File: src/rtl/dict_loader_pkg.sv
// Shared definitions for the dictionary loader: FSM states and ROM image geometry.
// The ROM image generator script reads the same geometry and checksum width.
package dict_loader_pkg;

    typedef enum logic [2:0] {
        ST_IDLE,
        ST_PRIME,
        ST_STREAM,
        ST_CHECK,
        ST_DONE
    } state_t;

    // Width of the per-field checksum word stored after the entries
    localparam int CHECKSUM_WIDTH = 16;

    function automatic int entries(input int key_width);
        return 1 << key_width;
    endfunction

    // Each field occupies its entries plus one checksum word
    function automatic int field_stride(input int key_width);
        return entries(key_width) + 1;
    endfunction

endpackage

File: src/rtl/dictionary_loader.sv
// Streams every field dictionary from the preloaded ROM into the per-field write
// ports at startup and verifies each field against its stored checksum word.
module dictionary_loader
    import dict_loader_pkg::*;
#(
    parameter int NUM_FIELDS = 3,
    parameter int KEY_WIDTH  = 8,
    parameter int DATA_WIDTH = 16,
    parameter int ADDR_WIDTH = 12,
    parameter int BASE_ADDR  = 0
) (
    input  logic                  clk,
    input  logic                  reset,
    input  logic                  start,
    output logic                  busy,
    output logic                  done,
    output logic [NUM_FIELDS-1:0] err_mask,
    output logic                  rom_en,
    output logic [ADDR_WIDTH-1:0] rom_addr,
    input  logic [DATA_WIDTH-1:0] rom_data,
    output logic [NUM_FIELDS-1:0] dict_we,
    output logic [DATA_WIDTH-1:0] dict_wdata
);

    localparam int ENTRIES = entries(KEY_WIDTH);
    localparam int STRIDE  = field_stride(KEY_WIDTH);
    localparam int CNT_W   = KEY_WIDTH + 1;
    localparam int FIELD_W = (NUM_FIELDS > 1) ? $clog2(NUM_FIELDS) : 1;
    localparam longint IMAGE_END = longint'(BASE_ADDR) + longint'(NUM_FIELDS) * longint'(STRIDE);

    if (IMAGE_END > (longint'(1) << ADDR_WIDTH)) begin : g_image_too_big
        $error("dictionary_loader: ROM image does not fit in ADDR_WIDTH address space");
    end

    state_t                  state_q, state_d;
    logic [FIELD_W-1:0]      field_q, field_d;
    logic [CNT_W-1:0]        cnt_q, cnt_d;
    logic [ADDR_WIDTH-1:0]   base_q, base_d;
    logic [NUM_FIELDS-1:0]   err_mask_q, err_mask_d;
    logic [DATA_WIDTH-1:0]   acc_q, acc_d;

    always_ff @(posedge clk or posedge reset) begin
        if (reset) begin
            state_q    <= ST_IDLE;
            field_q    <= '0;
            cnt_q      <= '0;
            base_q     <= '0;
            err_mask_q <= '0;
        end else begin
            state_q    <= state_d;
            field_q    <= field_d;
            cnt_q      <= cnt_d;
            base_q     <= base_d;
            err_mask_q <= err_mask_d;
        end
    end

    // Accumulator is cleared in PRIME before every field, so it needs no reset
    always_ff @(posedge clk) begin
        acc_q <= acc_d;
    end

    assign err_mask = err_mask_q;

    always_comb begin
        state_d    = state_q;
        field_d    = field_q;
        cnt_d      = cnt_q;
        base_d     = base_q;
        err_mask_d = err_mask_q;
        acc_d      = acc_q;
        busy       = 1'b0;
        done       = 1'b0;
        rom_en     = 1'b0;
        rom_addr   = '0;
        dict_we    = '0;
        dict_wdata = rom_data;

        case (state_q)
            ST_IDLE, ST_DONE: begin
                done = (state_q == ST_DONE);
                if (start) begin
                    err_mask_d = '0;
                    field_d    = '0;
                    cnt_d      = '0;
                    base_d     = ADDR_WIDTH'(BASE_ADDR);
                    state_d    = ST_PRIME;
                end
            end
            ST_PRIME: begin
                busy     = 1'b1;
                rom_en   = 1'b1;
                rom_addr = base_q;
                acc_d    = '0;
                cnt_d    = '0;
                state_d  = ST_STREAM;
            end
            ST_STREAM: begin
                busy = 1'b1;
                for (int f = 0; f < NUM_FIELDS; f++) begin
                    dict_we[f] = (field_q == FIELD_W'(f));
                end
                acc_d = acc_q + rom_data;
                // Fetch one word ahead; the last fetch lands on the checksum word
                rom_en   = 1'b1;
                rom_addr = base_q + ADDR_WIDTH'(cnt_q) + ADDR_WIDTH'(1);
                cnt_d    = cnt_q + CNT_W'(1);
                if (cnt_q == CNT_W'(ENTRIES - 1)) begin
                    state_d = ST_CHECK;
                end
            end
            ST_CHECK: begin
                busy = 1'b1;
                if (acc_q != rom_data) begin
                    for (int f = 0; f < NUM_FIELDS; f++) begin
                        if (field_q == FIELD_W'(f)) begin
                            err_mask_d[f] = 1'b1;
                        end
                    end
                end
                if (field_q != FIELD_W'(NUM_FIELDS - 1)) begin
                    field_d = field_q + FIELD_W'(1);
                    cnt_d   = '0;
                    base_d  = base_q + ADDR_WIDTH'(STRIDE);
                    state_d = ST_PRIME;
                end else begin
                    state_d = ST_DONE;
                end
            end
            default: begin
                state_d = ST_IDLE;
            end
        endcase
    end

endmodule
File: config.mk
export PLATFORM = sky130hd
export DESIGN_NAME = dictionary_loader
export DESIGN_NICKNAME = d
export VERILOG_FILES = /design/src/rtl/dict_loader_pkg.sv /design/src/rtl/dictionary_loader.sv
export SDC_FILE = /design/constraint.sdc
export NUM_CORES = 1
export LEC_CHECK = 0
export ABC_AREA = 1
export ABC_CLOCK_PERIOD_IN_PS = 2300
export CAP_MARGIN = 40
export CORE_MARGIN = 1
export CORE_UTILIZATION = 35
export DETAILED_ROUTE_END_ITERATION = 8
export SETUP_SLACK_MARGIN = 0.05
export SYNTH_ARGS = -nofsm -noshare
export SYNTH_HDL_FRONTEND = slang
export SYNTH_SLANG_ARGS = --single-unit
export TNS_END_PERCENT = 20
File: constraint.sdc
create_clock -name clk -period 2.3 [get_ports clk]
set_clock_uncertainty 0.05 [all_clocks]
set_input_delay 0.46 -clock clk [delete_from_list [all_inputs] [get_ports clk]]
set_output_delay 0.46 -clock clk [all_outputs]
set_load 0.05 [all_outputs]
==> Word level (Yosys, flattened, before mapping) <==
Cells that the tools add are included.
{ "totals": {"ff_bits": 45, "latch_bits": 0, "ram_bits": 0, "mem_bits_ro": 0, "inputBits": 19, "out_inout_bits": 37, "elab_cells": 69, "mem_count": 0} }
{ "classes": {"addsub": 6, "multipliers": 0, "div": 0, "magnitude_cmp": 0, "n_eq_ne": 16, "shifts": 0, "mux": 25, "bitwise_logic": 0, "reduce_logical": 14} }
{ "ops": {"columns": ["cell", "n"], "rows": [
  ["case mux 12 bit (2 select lines)", 2],
  ["case mux 9 bit (4 select lines)", 1],
  ["case mux 16 bit (2 select lines)", 1],
  ["two-way mux 12 bit", 2],
  ["two-way mux 3 bit", 6],
  ["two-way mux 9 bit", 2],
  ["adder 16 bit", 1],
  ["inequality test 16 bit", 1],
  ["inequality test 2 bit, second input constant", 8],
  ["adder 12 x 1 -> 12 bit, second input constant", 1],
  ["adder 12 x 9 -> 12 bit", 1],
  ["adder 12 x 9 -> 12 bit, second input constant", 1],
  ["case mux 3 bit (4 select lines)", 1],
  ["AND reduction 4 bit", 3],
  ["adder 9 x 1 -> 9 bit, second input constant", 1],
  ["equality test 9 x 8 -> 1 bit, second input constant", 1],
  ["equality test 3 x 2 -> 1 bit, second input constant", 2],
  ["two-way mux 1 bit", 6],
  ["case mux 3 bit (2 select lines)", 1],
  ["AND reduction 3 bit", 2],
  ["two-way mux 2 bit", 2],
  ["case mux 2 bit (2 select lines)", 1],
  ["nonzero test 2 bit", 2],
  ["nonzero test 4 bit", 1],
  ["10 further kinds", 11]
]} }

==> Logic depth before layout (Yosys ltp) <==
{ "logic_depth": {"depth_word": 4, "depth_mapped": 11, "ltp_nobuf": 11} }

==> Least setup slack after synthesis <==
Ideal clock, no wire load.
{ "synth_timing": {"kind": "register -> output", "from": "register cnt_q[0]", "to": "output port rom_addr[6]", "arrival_time_ns": 2.546, "t_required_ns": 1.790, "setup_slack_ns": -0.756, "path_stages_with_launch": 11, "n_path_buf": 0, "cell_sequence": "dfrtp_1 inv_1 ha_1 fa_1 inv_1 nand3_1 nand3_1 nand2_1 nand2_1 nor2_1 o21ai_0"} }
{ "synth_via": {"elab_chain_cells": 3} }
{ "synth_rtl": {"columns": ["element", "line_no", "source"], "rows": [
  ["start: declaration", "dictionary_loader.sv:37", "logic [CNT_W-1:0] cnt_q, cnt_d;"],
  ["start signal: assignment", "dictionary_loader.sv:52", "cnt_q <= cnt_d;"],
  ["adder 12 x 9 -> 12 bit", "dictionary_loader.sv:106", "rom_addr = base_q + ADDR_WIDTH'(cnt_q) + ADDR_WIDTH'(1);"],
  ["adder 12 x 1 -> 12 bit", "dictionary_loader.sv:106", null],
  ["case mux 12 bit (2 select lines)", "dictionary_loader.sv:79", "case (state_q)"],
  ["end: declaration", "dictionary_loader.sv:19", "output logic [ADDR_WIDTH-1:0] rom_addr,"]
]} }
Every way passes these cells.

==> Worst setup path in the final report <==
{ "layout_timing": {"from": "register base_q[0]", "to": "output port rom_addr[8]"} }
{ "layout_via": {"elab_chain_cells": 3} }
{ "layout_rtl": {"columns": ["element", "line_no", "source"], "rows": [
  ["start: declaration", "dictionary_loader.sv:38", "logic [ADDR_WIDTH-1:0] base_q, base_d;"],
  ["start signal: assignment", "dictionary_loader.sv:53", "base_q <= base_d;"],
  ["adder 12 x 9 -> 12 bit", "dictionary_loader.sv:106", null],
  ["adder 12 x 1 -> 12 bit", "dictionary_loader.sv:106", null],
  ["case mux 12 bit (2 select lines)", "dictionary_loader.sv:79", null]
]} }
Every way passes these cells.

==> summary.md <==
| Metric | Value |
|---|---|
| Status | `complete, but fails checks` |
| Failing checks | `negative setup slack` |
| Max_slew headroom | `66.5%` |
| VDD IR max | `0.718 mV` |
| Total power | `6010 µW` |
| Measured slew at the worst slew-check pin | `501 ps` |
| Die Height | `107 µm` |
| Max incr delay on CP | `370 ps` |
| DR vias | `3947` |
| Comb power frac | `68.1%` |
| Worst Reg-to-Reg Cells | `8` |
| Clk slew on worst S/H paths | `90 ps` |
| Worst setup SP type | `register` |
| F_max | `0.398 GHz` |
| Synth Flop Type | `dfrtp_1` |
| Sequence of cells on the critical path | `inv_2 > ha_4 > fa_2 > inv_2 > nand3_2 > nand3_4 > nand2_4 > nand3_2 > nand2_2 > o21ai_4 > buf_12` |
| Syn Nets | `632` |
| TritonCTS clock tree | `yes` |
| Post-DP HPWL | `8300 µm` |
| Hold violation count in the final report | `0` |
| Avg Cell Area, Syn | `6.63 µm²` |
| Final cell count without fillers | `810` |
| Most frequent cell after synthesis | `nand2_1` |
| P_int | `3090 µW` |
| Routability Congestion | `0.894` |
| Crit Reg-Reg Endpoint | `cnt_q[8]` |
| Slowest-stage cell, CP | `dfrtp_1` |
| Hold crit path type | `register to register` |
| Leading area contributor after synthesis | `dfrtp_1` |
| Vias per inst | `4.87` |
| Crit end category | `output port` |
| Later-pin clock latency in the skew report | `300 ps` |
| Switch Pwr | `2930 µW` |
| H-tree depth | `2` |
| Die footprint | `11400 µm²` |
| I/O pin cnt | `56` |
| WS Path Type | `register to output port` |
| Worst hold path depth | `2` |
| Static leakage | `0.00272 µW` |
| GRT overflow | `0` |
| RSZ-0062 raised after global routing | `yes` |
| DRC | `0` |
| Netlist cell types | `32` |
| Area growth syn-to-layout | `44.5%` |
| Final setup vio count | `10` |
| Max-slew violation count | `0` |
| DR pass1 iterations | `4` |
| Final wirelength | `10800 µm` |
| RR Startpoint | `cnt_q[0]` |
| Sw Ratio | `48.7%` |
| Grt met1 use | `23.9%` |
| Core Region | `10500 µm²` |
| Rows | `37` |
| Ranking of synthesized cells by area | `dfrtp_1 (19%), nand2_1 (18%), edfxtp_1 (12%)` |
| First-pass GRT wire length | `17900 µm` |
| Global routing usage on met2 | `34.7%` |
| Min-Delay Startpoint | `err_mask[2]` |
| Initial DRC Count | `161` |
| Final worst setup slack | `-213 ps` |
| Initial Util | `36.7%` |
| Number of flops mapped to enable cells by yosys | `16` |
| Clock share of power | `9.4%` |
| Root Buffer | `clkbuf_8` |
| Clock buffer depth | `2` |
| Reg2reg setup slack | `400 ps` |
| Number of port buffers | `55` |
| Ys Warns | `0` |
| Final ANT Viol Nets | `0` |
| Hold EP | `err_mask[2]` |
| Grt peak-use layer | `met2` |
| Clk sink count | `45` |
| Place WS | `-209 ps` |
| Vias in the first global route | `3897` |
| Gr usage total | `19.6%` |
| WP data arrival | `2000 ps` |
| Tmin final | `2510 ps` |
| Max-cap violations | `0` |
| DR WL/cell | `13.3 µm` |
| Antenna Cells | `0` |
| Post-Synthesis Cells | `581` |
| Crit-path max FO | `4` |
| Synth top cells by count | `nand2_1 (183), inv_1 (84), nor2_1 (57), nand3_1 (44), ha_1 (30)` |
| Largest net degree at the start of global routing | `30` |
| Sequential fraction of the synthesis area | `31.3%` |
| Post-Syn Area | `3850 µm²` |
| Critical Path RT | `1790 ps` |
| Pwr dens | `1080 nW/µm²` |
| Inst Count DP | `793` |
| Seq pwr share | `22.5%` |
| Period utilization | `109%` |
| Nets | `724` |
| Fin Hold WS | `429 ps` |
| Asr flop ratio synth | `64.4%` |
| Layout cells sized above 1 | `24.8%` |
| TritonCTS Buffers | `5` |
| Synth top area share | `18.8%` |
| Seq cells post-synth | `45` |
| Met3 GRT Util | `2.80%` |
| Die X | `107 µm` |
| Initial antenna violation count | `0` |
## worst max path at each step
stage	from	end	slack, ps
after detailed placement	rom_data[0]	acc_q[8]	-210
final	base_q[0]	rom_addr[8]	-210
after global placement	rom_data[0]	acc_q[8]	-150
after CTS	base_q[0]	rom_addr[8]	-290
after floorplan	state_q[1]	rom_addr[3]	-230
after global routing	cnt_q[5]	rom_addr[8]	-300
## cells by family after synthesis
family,share of synthesized area [%]
AND/OR/NAND/NOR,34.5
buffers and inverters,12.4
AO/OA/AOI/OAI,9.61
flip-flops,31.3
adder cells (fa/ha/maj),10.8
XOR/XNOR,1.36
## power by group through the flow
| stage | clock network, µW | logic [µW] | registers (µW) |
|---|---|---|---|
| 6_report | 563 | 4100 | 1350 |
| 5_1_grt | 610 | 4540 | 1380 |
| 4_1_cts | 581 | 3910 | 1350 |
| 3_5_place_dp | 0 | 3790 | 1360 |
| 3_3_place_gp | 0 | 3750 | 1350 |
| 2_1_floorplan | 0 | 2300 | 1410 |
## layer usage
layer / wire (µm) / part of all wire, %
met3: 450 / 4.2
met2: 5400 / 50
met4: 289 / 2.7
met5: 0 / 0
met1: 4630 / 43
## final cells by class
| class | instances | area, µm² |
|---|---|---|
| clock buffers | 7 | 97.6 |
| clock inverters | 1 | 5.00 |
| fillers | 991 | 4940 |
| inverters | 88 | 330 |
| multi-input cells | 427 | 2500 |
| flip-flops and latches | 45 | 1210 |
| well taps | 136 | 170 |
| repair buffers | 106 | 1260 |
## flip-flops by register name, indices dropped and copies added, names as in the netlist
name and flops:
acc_q 16, base_q 12, cnt_q 9, err_mask 3, state_q 3, field_q 2
## critical path: cells and delay by family (launching register included)
| kind | cells | cell delay (ps) |
|---|---|---|
| simple gates | 5 | 390 |
| compound gates | 1 | 160 |
| fa+ha+maj | 2 | 510 |
| buf+inv | 3 | 290 |
| flops | 1 | 370 |
## cells in the final DEF (no fill, tap or decap), types with 2 or more instances in the layout
master           count
a31oi_1              2
o22ai_2              3
o21ai_1              9
nand4_1              8
fa_2                 2
buf_4               51
o21ai_0             25
clkdlybuf4s50_1     21
dfrtp_1             26
buf_12              32
nand3b_1             2
nand3_2              8
edfxtp_1            16
nand3_1             35
ha_4                 9
nor3_1              11
nand2_1            167
xor2_1               4
nand3_4              2
ha_1                21
a21oi_1             22
o21ai_2              2
xnor2_1              2
nor2_4               2
or2_2                5
nor2_2               3
nand2_2             16
nor2_1              53
a21oi_2              2
nand2_4              3
buf_6                2
inv_2                9
clkbuf_8             5
inv_1               79
dfrtp_2              3
## metrics by stage
step | setup TNS (ps) | util [%] | cell area [µm²]
floorplan | -1420 | - | 3860
global placement | -1250 | 48.2 | 5060
detailed placement | -1550 | 48.2 | 5060
CTS | -1920 | 50.4 | 5300
global route | -2130 | 53.0 | 5570
finish | -1110 | 53.0 | 5570
## timing repair
action | CTS | global route
setup endpoints to repair | 11 | 17
buffers inserted | 2 | 7
gates resized for setup | 23 | 53
hold buffers | 0 | 0
pin swaps | 7 | 15
No activity file was read; power rests on OpenSTA's default activity.
